--- config.mk ---
export PLATFORM = sky130hd
export DESIGN_NAME = switch_egress_port_flat
export DESIGN_NICKNAME = d
export VERILOG_FILES = /design/src/rtl/switch_egress_port_if.sv /design/src/rtl/switch_egress_port.sv /design/src/flat_wrapper.sv
export SDC_FILE = /design/constraint.sdc
export NUM_CORES = 1
export LEC_CHECK = 0
export ABC_AREA = 0
export CAP_MARGIN = 15
export CORE_MARGIN = 3
export CORE_UTILIZATION = 47
export DETAILED_ROUTE_END_ITERATION = 8
export GPL_TIMING_DRIVEN = 0
export MAX_ROUTING_LAYER = met4
export PLACE_DENSITY = 0.82
export SLEW_MARGIN = 20
export SYNTH_ARGS = -nofsm -noshare
export SYNTH_HDL_FRONTEND = slang
export SYNTH_SLANG_ARGS = --single-unit
--- constraint.sdc ---
create_clock -name clk -period 2.4 [get_ports clk]
set_input_delay 0.48 -clock clk [delete_from_list [all_inputs] [get_ports clk]]
set_output_delay 0.48 -clock clk [all_outputs]
set_load 0.01 [all_outputs]
--- src/rtl/switch_egress_port_if.sv ---
// rtl/switch_egress_port_if.sv - packet-in / packet-out handshake bundle of the switch egress port
interface switch_egress_port_if #(
  parameter int ADDR_WIDTH = 4,
  parameter int DATA_WIDTH = 8
);
  localparam int PACKET_WIDTH = DATA_WIDTH + 2 * ADDR_WIDTH;

  // Mux side: packet {data, target, source} plus accept indication to the arbiter
  logic                    valid_in;
  logic [PACKET_WIDTH-1:0] pkt_in;
  logic                    egress_ready;

  // Downstream side: registered packet fields on a valid/ready handshake
  logic                    valid_out;
  logic                    ready_out;
  logic [ADDR_WIDTH-1:0]   source_out;
  logic [ADDR_WIDTH-1:0]   target_out;
  logic [DATA_WIDTH-1:0]   data_out;

  modport master (
    output valid_in, pkt_in, ready_out,
    input  egress_ready, valid_out, source_out, target_out, data_out
  );

  modport slave (
    input  valid_in, pkt_in, ready_out,
    output egress_ready, valid_out, source_out, target_out, data_out
  );
endinterface

--- src/rtl/switch_egress_port.sv ---
// rtl/switch_egress_port.sv - egress port: address check, FIFO buffer, registered output stage (stats under EGRESS_STATS_EN)
module switch_egress_port #(
  parameter int ADDR_WIDTH = 4,
  parameter int DATA_WIDTH = 8,
  parameter int PORT_ID    = 0,
  parameter int DEPTH      = 4,
  parameter int CNT_WIDTH  = 16
) (
  input  logic                 clk,
  input  logic                 rst,
  input  logic                 flush,
  switch_egress_port_if.slave  bus,
  output logic                 misroute_err,
  output logic                 overflow_err,
  output logic [CNT_WIDTH-1:0] tx_count,
  output logic [CNT_WIDTH-1:0] drop_count
);
  localparam int PACKET_WIDTH = DATA_WIDTH + 2 * ADDR_WIDTH;
  localparam int AW           = $clog2(DEPTH);

  typedef enum logic {IDLE, SEND} state_t;

  logic [PACKET_WIDTH-1:0] r_mem [DEPTH];
  logic [AW-1:0]           r_wr_ptr;
  logic [AW-1:0]           r_rd_ptr;
  logic [AW:0]             r_count;
  state_t                  r_state;
  state_t                  w_state_next;
  logic [ADDR_WIDTH-1:0]   r_source;
  logic [ADDR_WIDTH-1:0]   r_target;
  logic [DATA_WIDTH-1:0]   r_data;
  logic                    r_misroute;
  logic                    r_overflow;

  logic                    w_full;
  logic                    w_empty;
  logic [ADDR_WIDTH-1:0]   w_target_in;
  logic                    w_addr_match;
  logic                    w_push;
  logic                    w_pop;
  logic                    w_misroute;
  logic                    w_overflow;
  logic [PACKET_WIDTH-1:0] w_head;

  assign w_full       = (r_count == (AW+1)'(DEPTH));
  assign w_empty      = (r_count == '0);
  assign w_target_in  = bus.pkt_in[ADDR_WIDTH +: ADDR_WIDTH];
  assign w_addr_match = (w_target_in == ADDR_WIDTH'(PORT_ID));
  assign w_head       = r_mem[r_rd_ptr];

  // Misroute outranks the full check; a flush cycle swallows the input silently
  assign w_misroute = bus.valid_in && !flush && !w_addr_match;
  assign w_overflow = bus.valid_in && !flush && w_addr_match && w_full;
  assign w_push     = bus.valid_in && !flush && w_addr_match && !w_full;

  assign bus.egress_ready = !w_full;
  assign bus.valid_out    = (r_state == SEND);
  assign bus.source_out   = r_source;
  assign bus.target_out   = r_target;
  assign bus.data_out     = r_data;
  assign misroute_err     = r_misroute;
  assign overflow_err     = r_overflow;

  // Output stage sequencing: refill on an empty slot or on a completed handshake
  always_comb begin
    w_state_next = r_state;
    w_pop        = 1'b0;
    case (r_state)
      IDLE: begin
        if (!w_empty) begin
          w_pop        = 1'b1;
          w_state_next = SEND;
        end
      end
      SEND: begin
        if (bus.ready_out) begin
          if (!w_empty) begin
            w_pop = 1'b1;
          end else begin
            w_state_next = IDLE;
          end
        end
      end
      default: w_state_next = IDLE;
    endcase
    if (flush) begin
      w_pop        = 1'b0;
      w_state_next = IDLE;
    end
  end

  // Packet storage; contents need no reset because the pointers gate every read
  always_ff @(posedge clk) begin
    if (w_push) begin
      r_mem[r_wr_ptr] <= bus.pkt_in;
    end
  end

  // FIFO pointers and occupancy; full is judged before this edge's pop
  always_ff @(posedge clk or posedge rst) begin
    if (rst) begin
      r_wr_ptr <= '0;
      r_rd_ptr <= '0;
      r_count  <= '0;
    end else if (flush) begin
      r_wr_ptr <= '0;
      r_rd_ptr <= '0;
      r_count  <= '0;
    end else begin
      if (w_push) begin
        r_wr_ptr <= r_wr_ptr + AW'(1);
      end
      if (w_pop) begin
        r_rd_ptr <= r_rd_ptr + AW'(1);
      end
      case ({w_push, w_pop})
        2'b10:   r_count <= r_count + (AW+1)'(1);
        2'b01:   r_count <= r_count - (AW+1)'(1);
        default: r_count <= r_count;
      endcase
    end
  end

  // State register and output packet register, loaded on every pop
  always_ff @(posedge clk or posedge rst) begin
    if (rst) begin
      r_state  <= IDLE;
      r_source <= '0;
      r_target <= '0;
      r_data   <= '0;
    end else if (flush) begin
      r_state  <= IDLE;
      r_source <= '0;
      r_target <= '0;
      r_data   <= '0;
    end else begin
      r_state <= w_state_next;
      if (w_pop) begin
        r_source <= w_head[ADDR_WIDTH-1:0];
        r_target <= w_head[ADDR_WIDTH +: ADDR_WIDTH];
        r_data   <= w_head[2*ADDR_WIDTH +: DATA_WIDTH];
      end
    end
  end

  // Drop indications, one cycle after the offending packet
  always_ff @(posedge clk or posedge rst) begin
    if (rst) begin
      r_misroute <= 1'b0;
      r_overflow <= 1'b0;
    end else begin
      r_misroute <= w_misroute;
      r_overflow <= w_overflow;
    end
  end

`ifdef EGRESS_STATS_EN
  logic [CNT_WIDTH-1:0] r_tx_count;
  logic [CNT_WIDTH-1:0] r_drop_count;
  logic                 w_handshake;
  logic                 w_drop;

  assign w_handshake = (r_state == SEND) && bus.ready_out && !flush;
  assign w_drop      = w_misroute || w_overflow;

  // Saturating statistics; flush leaves them untouched
  always_ff @(posedge clk or posedge rst) begin
    if (rst) begin
      r_tx_count   <= '0;
      r_drop_count <= '0;
    end else begin
      if (w_handshake && (r_tx_count != '1)) begin
        r_tx_count <= r_tx_count + CNT_WIDTH'(1);
      end
      if (w_drop && (r_drop_count != '1)) begin
        r_drop_count <= r_drop_count + CNT_WIDTH'(1);
      end
    end
  end

  assign tx_count   = r_tx_count;
  assign drop_count = r_drop_count;
`else
  assign tx_count   = '0;
  assign drop_count = '0;
`endif

endmodule

--- src/flat_wrapper.sv ---
// flat-port wrapper written by rule: the top's interface ports become plain ports
module switch_egress_port_flat 
#(
  parameter int ADDR_WIDTH = 4,
  parameter int DATA_WIDTH = 8,
  parameter int PORT_ID    = 0,
  parameter int DEPTH      = 4,
  parameter int CNT_WIDTH  = 16
)
  (clk, rst, flush, misroute_err, overflow_err, tx_count, drop_count, bus_valid_in, bus_pkt_in, bus_ready_out, bus_egress_ready, bus_valid_out, bus_source_out, bus_target_out, bus_data_out);
  switch_egress_port_if #(.ADDR_WIDTH(ADDR_WIDTH), .DATA_WIDTH(DATA_WIDTH)) bus_i ();
  input  logic clk;
  input  logic rst;
  input  logic flush;
  output logic misroute_err;
  output logic overflow_err;
  output logic [CNT_WIDTH-1:0] tx_count;
  output logic [CNT_WIDTH-1:0] drop_count;
  input wire logic [$bits(bus_i.valid_in)-1:0] bus_valid_in;
  input wire logic [$bits(bus_i.pkt_in)-1:0] bus_pkt_in;
  input wire logic [$bits(bus_i.ready_out)-1:0] bus_ready_out;
  output wire logic [$bits(bus_i.egress_ready)-1:0] bus_egress_ready;
  output wire logic [$bits(bus_i.valid_out)-1:0] bus_valid_out;
  output wire logic [$bits(bus_i.source_out)-1:0] bus_source_out;
  output wire logic [$bits(bus_i.target_out)-1:0] bus_target_out;
  output wire logic [$bits(bus_i.data_out)-1:0] bus_data_out;
  assign bus_i.valid_in = bus_valid_in;
  assign bus_i.pkt_in = bus_pkt_in;
  assign bus_i.ready_out = bus_ready_out;
  assign bus_egress_ready = bus_i.egress_ready;
  assign bus_valid_out = bus_i.valid_out;
  assign bus_source_out = bus_i.source_out;
  assign bus_target_out = bus_i.target_out;
  assign bus_data_out = bus_i.data_out;
  switch_egress_port #(.ADDR_WIDTH(ADDR_WIDTH), .DATA_WIDTH(DATA_WIDTH), .PORT_ID(PORT_ID), .DEPTH(DEPTH), .CNT_WIDTH(CNT_WIDTH)) u_core (.clk(clk), .rst(rst), .flush(flush), .bus(bus_i), .misroute_err(misroute_err), .overflow_err(overflow_err), .tx_count(tx_count), .drop_count(drop_count));
endmodule
==> results.cfg, run 1 <==
[run]
cap_viol_max_count = 0

[yosys]
synth_top_area_share = 0.493
synthArstFlopShare = 0.289
synth_edf_count = 64
synth_top_family_by_area = multiplexers
ys_ff_latch = 90
synth_flop_cell = edfxtp_1
muxShareOfSynthArea = 0.0950
syn_area_um2 = 3900
yosys.area_share.xor_xnor = 0.00898
synthSimpleGateAreaFrac = 0.0780
yosys_warnings = 0
syn_inst = 268
synth_top_area_cell = edfxtp_1
avgSynthCellArea_um2 = 14.6
ys_top_cells_by_area = edfxtp_1, dfrtp_1, mux4_2
ys_seq_area_frac = 0.660
synthAdderAreaFrac = 0.0180
synth_compound_area_frac = 0.0533
synth.distinct_cells = 40

[grt]
grt_first_pass_wirelength_mm = 12.0
first_global_vias = 2338
overflow = 0
grt_usage = 0.170
grt_max_degree = 27
antenna_found_initial = 0

[setup_path]
cp.arrival_ns = 2.63
crit_required_ns = 2.65
end_kind = flip-flop
cp_slowest_cell = clkdlybuf4s50_1
crit_chain = clkdlybuf4s50_1, nor2b_1, buf_4, or2_1, buf_12, nor3_4, fa_2, o31ai_1, a21oi_1
critPathMaxFanout = 17
start_kind = input port
worst_path_largest_cell_delay_ns = 0.50
crit_type = in -> reg

[status]
outcome = finished, final reports clean

[placed_design]
place.gp.congestion = 0.880
io_buffers = 39
pre_cts_slack_ns = -0.901
dp_hpwl_mm = 4.90

[clock_network]
cts.sinks = 90
clk_pin_slew_ns = 0.10
cts_tree = built
numCtsBuffers = 9
clockBufferDepth = 2
hold_buffers = 0
clk_latency_ns = 0.36
htree_levels = 3
cts_root_buf = clkbuf_8

[timing]
grt_setup_unrepaired = yes
setup_viol = 0
worst_pin_slew_ns = 0.720
finalClockSkew_ns = 0.0141
period_share = 0.990
finalWorstSetupSlack_ns = 0.0230
clock.fmax_ghz = 0.421
hold_viol_final = 0
finalMaxSlewViolations = 0
tns_ns = 0
finalHoldWorstSlack_ns = 0.312
period_needed_ns = 2.38
max_slew_margin = 0.516

[floorplanning]
start_util = 0.494
io_pins = 73
die_h_um = 97.1
die_w_um = 97.1
die_area_um2 = 9430
core.rowCount = 32
core_um2 = 7890

[final_layout]
final_cell_mix = edfxtp_1, buf_4, nand2_1, clkdlybuf4s50_1, conb_1
drive_above_1_share = 0.263
n_fill_cell = 580
mostFrequentLayoutCell = edfxtp_1
n_antenna_cell = 0
syn_to_final_growth_pct = 23.5
nets = 378
postLayoutCoreUtil = 0.611

[detailed_routing]
wl_per_cell_um = 16.5
vias = 2332
postRouteAntennaNets = 0
drt-vias-per-instance = 5.08
drt-pass1-iter-count = 4
drt-total-wl_mm = 7.56
route.detailed.drc = 0
drt_iter0_markers = 175

[pwr]
power_leakage_nw = 1.82
powerDensity_nw_per_um2 = 617
vdd_drop_max_mv = 0.510

[hold_path]
hold_class = in -> reg
## cell families (layout without fill, tap and decap cells)
kind of cell             count (synthesis)  count (layout)
XOR/XNOR                                 4               4
adder cells (fa/ha/maj)                  5               5
AO/OA/AOI/OAI                           33              33
other                                    1              32
buffers and inverters                   52             110
flip-flops                              90              90
multiplexers                            17              17
AND/OR/NAND/NOR                         66              66
## worst max-delay path, delay by kind of cell
| kind | cells | cell delay, ns |
|---|---|---|
| compound gates | 2 | 0.35 |
| buf+inv | 3 | 0.82 |
| simple gates | 3 | 0.52 |
| fa+ha+maj | 1 | 0.45 |
## cell usage after synthesis (2+ instances only)
| cell | instances |
|---|---|
| o31ai_1 | 3 |
| xnor2_1 | 3 |
| inv_1 | 6 |
| a21oi_1 | 21 |
| clkbuf_1 | 4 |
| buf_4 | 32 |
| nor2_1 | 12 |
| nor2b_1 | 2 |
| buf_2 | 7 |
| ha_1 | 4 |
| nor4_1 | 2 |
| and2_2 | 4 |
| edfxtp_1 | 64 |
| dfrtp_1 | 26 |
| nand2_1 | 35 |
| mux4_2 | 16 |
| nor3_1 | 2 |
| nand3_1 | 2 |
| o2111ai_1 | 2 |
## worst paths after layout
path	from	to	slack, ns	cells past startpoint
setup / recovery	bus_ready_out	u_core.r_count[1]	0.02	9
hold / removal	flush	u_core.bus.data_out[6]	0.31	2
setup reg to reg	u_core.r_count[0]	u_core.r_count[2]	0.06	9
hold reg to reg	u_core.bus.data_out[6]	u_core.bus.data_out[6]	0.52	2
max in group asynchronous	rst	u_core.bus.target_out[0]	1.50	2
min in group asynchronous	rst	u_core.overflow_err	0.50	2
## layer usage
metal | track usage | vias up | share of wire | wire, um
met4 | 0.0508 | 0 | 0.0071 | 54
met2 | 0.263 | 105 | 0.50 | 3810
met3 | 0.0510 | 6 | 0.066 | 496
met1 | 0.218 | 1143 | 0.42 | 3200
met5 | - | - | 0 | 0
li1 | - | 1078 | - | -
## registers in the layout (all words and copies together), names as in the netlist
name / cells
u_core.bus.data_out: 8
u_core.bus.source_out: 4
u_core.bus.target_out: 4
u_core.bus.valid_out: 1
u_core.misroute_err: 1
u_core.overflow_err: 1
u_core.r_count: 3
u_core.r_mem: 64
u_core.r_rd_ptr: 2
u_core.r_wr_ptr: 2
## metrics by stage
stage / instances / total power [W] / area, um^2
floorplan: 299 / 0.00187 / 4020
global placement: 440 / 0.00195 / 4540
detailed placement: 440 / 0.00196 / 4540
CTS: 456 / 0.00298 / 4760
global route: 459 / 0.00308 / 4820
finish: 459 / 0.00297 / 4820
## repair_timing
item                       in CTS  in global routing
setup buffers                   1                  3
setup endpoints to repair      67                  3
gates cloned                    0                  0
gates resized for setup        14                 28
pin swaps                       1                  4
## where the power goes
part           leakage [nW]  total, W  internal, W  switching, W
Combinational         0.786  0.000244     0.000120      0.000124
Sequential            0.936   0.00169      0.00168    0.00000812
Clock                 0.101   0.00104     0.000489      0.000550
Total                  1.82   0.00297      0.00229      0.000682
## area by class of cell
type | count | area (um^2) | share of cell area
flip-flops and latches | 90 | 2570 | 0.534
multi-input cells | 157 | 1150 | 0.240
repair buffers | 43 | 400 | 0.0831
plain buffers | 45 | 337 | 0.0699
well taps | 102 | 128 | 0.0265
clock buffers | 9 | 124 | 0.0257
clock inverters | 7 | 77.6 | 0.0161
inverters | 6 | 22.5 | 0.00468
No activity file was read; power rests on OpenSTA's default activity.
==> run 2, diff against run 1 <==
GPL_TIMING_DRIVEN = unset   (was 0)
==> run 2 against run 1 <==
Wire length increased by 0.53%. Register-to-register slack improved by 0.21 ns. Final area grew 0.44%. Clock skew down 0.0022 ns. Count of clock-buffer cells in the layout is 1 higher. Critical endpoint is now bus_egress_ready.
==> results.cfg, run 2 (synthesis results as in run 1) <==
[clock_network]
cts_tree = built
clockBufferDepth = 2
htree_levels = 3
clk_latency_ns = 0.34
cts.sinks = 90
cts_root_buf = clkbuf_8
numCtsBuffers = 9
clk_pin_slew_ns = 0.09
hold_buffers = 0

[setup_path]
end_kind = output port
cp.arrival_ns = 1.73
critPathMaxFanout = 9
start_kind = flip-flop
crit_type = reg -> out
worst_r2r_path_depth = 7
crit_required_ns = 1.92

[final_layout]
mostFrequentLayoutCell = edfxtp_1
n_antenna_cell = 0
largest_register_ffs = 64
n_fill_cell = 570
fin_cells = 442
regMostFlops = u_core.r_mem
drive_above_1_share = 0.215
syn_to_final_growth_pct = 24.0
nets = 361
final_cell_mix = edfxtp_1, clkdlybuf4s50_1, nand2_1, conb_1, dfrtp_1

[timing]
finalClockSkew_ns = 0.0119
period_share = 0.921
clock.fmax_ghz = 0.452
grt_setup_unrepaired = no
finalMaxSlewViolations = 0
period_needed_ns = 2.21
hold_viol_final = 0
setup_viol = 0

[detailed_routing]
drt_iter0_markers = 120
postRouteAntennaNets = 0
route.detailed.drc = 0
drt-total-wl_mm = 7.60
vias = 2269
drt-vias-per-instance = 5.13
drt-pass1-iter-count = 5
wl_per_cell_um = 17.2

[grt]
grt_usage = 0.173
overflow = 0
antenna_found_initial = 0
grt_max_degree = 27
grt_first_pass_wirelength_mm = 12.2
first_global_vias = 2330

[floorplanning]
core.rowCount = 32
die_w_um = 97.1
die_area_um2 = 9430
start_util = 0.494
die_h_um = 97.1
io_pins = 73
core_um2 = 7890

[placed_design]
dp_hpwl_mm = 5.07
dp_cells = 425
place.gp.congestion = 0.848
io_buffers = 40

[pwr]
finalPower_w = 0.00321
power_leakage_nw = 1.79
vdd_drop_max_mv = 0.480
powerDensity_nw_per_um2 = 664

[hold_path]
hold_depth = 2
hold_class = in -> reg

[status]
outcome = finished, final reports clean

[run]
cap_viol_max_count = 0
-- run 2: changes by cell type in the layout (fill, tap and decap cells not counted), moves of 3 or more --
cell,delta
and2_2,+4
and2_4,-4
buf_12,+5
buf_2,-6
buf_4,-12
bufinv_16,+3
clkbuf_2,-4
clkinv_4,-4
dlymetal6s2s_1,+4
-- run 2: layout make-up --
type	count	area (um^2)	share of cell area
clock buffers	10	128	0.0264
clock inverters	6	136	0.0282
inverters	6	22.5	0.00466
multi-input cells	157	1130	0.234
flip-flops and latches	90	2570	0.532
well taps	102	128	0.0264
repair buffers	71	718	0.148
-- run 2: worst max-delay path, cell delays in order, from the launching register on --
cell	delay, ns
dfrtp_1	0.53
nor2_4	0.26
nand2_1	0.11
clkdlybuf4s50_1	0.49
-- run 2: through the flow --
| stage | worst slack (ns) | area [um^2] | hold slack [ns] | utilization | TNS (ns) |
|---|---|---|---|---|---|
| 2_1_floorplan | -0.0410 | 4020 | 0.520 | - | -0.0410 |
| 3_3_place_gp | -0.391 | 4530 | 0.514 | 0.575 | -11.02 |
| 3_5_place_dp | -0.463 | 4530 | 0.519 | 0.575 | -14.62 |
| 4_1_cts | -0.00899 | 4800 | 0.511 | 0.609 | -0.00899 |
| 5_1_grt | 0.0909 | 4840 | 0.493 | 0.613 | 0 |
| 6_report | 0.188 | 4840 | 0.500 | 0.613 | 0 |
-- run 2: what timing repair did --
| action | in CTS | in global routing |
|---|---|---|
| setup buffers | 0 | 1 |
| setup endpoints to repair | 2 | 2 |
| pin swaps | 1 | 3 |
| resized for setup | 2 | 8 |
-- run 2: path summary, 6_finish.rpt --
path	from	end	slack, ns
max	u_core.r_count[0]	bus_egress_ready	0.19
max reg2reg	u_core.r_count[0]	u_core.r_count[2]	0.27
min in group asynchronous	rst	u_core.misroute_err	0.52
min	bus_pkt_in[6]	u_core.r_mem[3][6]	0.50
max in group asynchronous	rst	u_core.bus.data_out[1]	1.60
min reg2reg	u_core.bus.data_out[6]	u_core.bus.data_out[6]	0.53
-- run 2: metal layers --
layer	global-route usage	wire length, um
met1	0.220	3150
met2	0.274	3860
met3	0.0309	477
met4	0.0756	118
met5	-	0
-- run 2: power by group --
| part | switching, W | total, W | internal, W |
|---|---|---|---|
| Sequential | 0.00000932 | 0.00169 | 0.00168 |
| Clock | 0.000510 | 0.00131 | 0.000801 |
| Combinational | 0.000117 | 0.000215 | 0.0000976 |
| Total | 0.000637 | 0.00321 | 0.00258 |
==> run 3, diff against run 2 <==
HOLD_SLACK_MARGIN = 0.03   (was unset)
SKIP_CTS_REPAIR_TIMING = 1   (was unset)
==> run 3 against run 2 <==
The run now ends with negative setup slack left. Clock power hardly changed. Largest cell class unchanged. Register-to-register slack gained 0.05 ns. Clock skew increased by 0.0019 ns. First-iteration DRC count rose by 0.83%. Highest routed layer unchanged. Setup slack got worse by 0.21 ns. Combinational power barely moved. Non-clock buffer count down 1. Critical endpoint is now u_core.r_count[2]. Count of clock-buffer cells in the layout unchanged.
==> results.cfg, run 3 (synthesis results as in run 1) <==
[placed_design]
io_buffers = 40
pre_cts_slack_ns = -0.463
place.gp.congestion = 0.848
dp_hpwl_mm = 5.07

[floorplanning]
core_um2 = 7890
core.rowCount = 32
io_pins = 73
die_area_um2 = 9430
die_w_um = 97.1
start_util = 0.494
die_h_um = 97.1

[final_layout]
drive_above_1_share = 0.206
mostFrequentLayoutCell = edfxtp_1
largest_register_ffs = 64
syn_to_final_growth_pct = 23.2
nets = 360
n_antenna_cell = 0
regMostFlops = u_core.r_mem
final_cell_mix = edfxtp_1, clkdlybuf4s50_1, nand2_1, conb_1, dfrtp_1

[clock_network]
htree_levels = 3
cts_root_buf = clkbuf_8
numCtsBuffers = 9
clk_latency_ns = 0.34
cts.sinks = 90
clockBufferDepth = 2
clk_pin_slew_ns = 0.09
cts_tree = built

[timing]
finalMaxSlewViolations = 0
period_needed_ns = 2.42
hold_viol_final = 0
finalWorstSetupSlack_ns = -0.0215
finalClockSkew_ns = 0.0138
period_share = 1.01
setup_viol = 1
tns_ns = -0.0215
grt_setup_unrepaired = yes
finalHoldWorstSlack_ns = 0.518
clock.fmax_ghz = 0.413

[pwr]
power_leakage_nw = 1.75
swShare = 0.198
power.share.clock = 0.408
intPower_w = 0.00258
powerDensity_nw_per_um2 = 669
pwr-share-comb = 0.067
vdd_drop_max_mv = 0.480
power_frac_seq = 0.525
finalPower_w = 0.00321
net-switching-power_w = 0.000637

[detailed_routing]
drt-total-wl_mm = 7.51
postRouteAntennaNets = 0
wl_per_cell_um = 17.0
route.detailed.drc = 0
drt_iter0_markers = 121
vias = 2259
drt-vias-per-instance = 5.12
drt-pass1-iter-count = 4

[status]
violations = negative setup slack
outcome = finished, violations left

[setup_path]
crit_required_ns = 2.62
cp.arrival_ns = 2.64
end_kind = flip-flop
crit_type = in -> reg
start_kind = input port
critPathMaxFanout = 4

[grt]
grt_usage = 0.172
first_global_vias = 2330
grt_first_pass_wirelength_mm = 12.1
antenna_found_initial = 0
grt_max_degree = 27
overflow = 0

[hold_path]
hold_class = in -> async

[run]
cap_viol_max_count = 0
## run 3: worst max-delay path, stage by stage
cell and delay [ns]:
clkdlybuf4s50_1 0.46, or4_4 0.60, a211oi_4 0.20, nor3_1 0.09
fa_2 0.35, buf_4 0.15, o2111ai_1 0.19, o311ai_1 0.12
## run 3: metrics by stage
stage | std cells | utilization | cell area, um^2
2_1_floorplan | 299 | - | 4020
3_3_place_gp | 425 | 0.575 | 4530
3_5_place_dp | 425 | 0.575 | 4530
4_1_cts | 441 | 0.608 | 4800
5_1_grt | 441 | 0.609 | 4800
6_report | 441 | 0.609 | 4800
## run 3: power by group through the flow
stage	combinational (W)	clock, W	sequential, W
after floorplan	0.000143	0	0.00172
after global placement	0.000207	0	0.00172
after detailed placement	0.000213	0	0.00172
after CTS	0.000214	0.00134	0.00169
after global routing	0.000232	0.00139	0.00169
final	0.000214	0.00131	0.00169
## run 3: area by class of cell
cell class | count | area, um^2
clock buffers | 10 | 128
fillers | 575 | 3080
well taps | 102 | 128
multi-input cells | 157 | 1120
repair buffers | 70 | 701
clock inverters | 6 | 136
flip-flops and latches | 90 | 2570
inverters | 6 | 22.5
## run 3: final timing paths
path	slack [ns]	end	from	cells after the start
max	-0.02	u_core.r_count[2]	bus_pkt_in[5]	8
min	0.52	u_core.bus.target_out[1]	rst	3
max reg2reg	0.32	u_core.r_count[1]	u_core.r_count[0]	6
min reg2reg	0.53	u_core.bus.data_out[6]	u_core.bus.data_out[6]	2
max in group asynchronous	1.60	u_core.bus.target_out[3]	rst	3
min in group clk	0.53	u_core.bus.data_out[6]	u_core.bus.data_out[6]	2
## run 3: metal layers
| metal | part of all wire | up-vias | GRT usage |
|---|---|---|---|
| met5 | 0 | - | - |
| met4 | 0.013 | 0 | 0.0756 |
| li1 | - | 1035 | - |
| met1 | 0.42 | 1122 | 0.219 |
| met3 | 0.068 | 6 | 0.0309 |
| met2 | 0.50 | 96 | 0.273 |
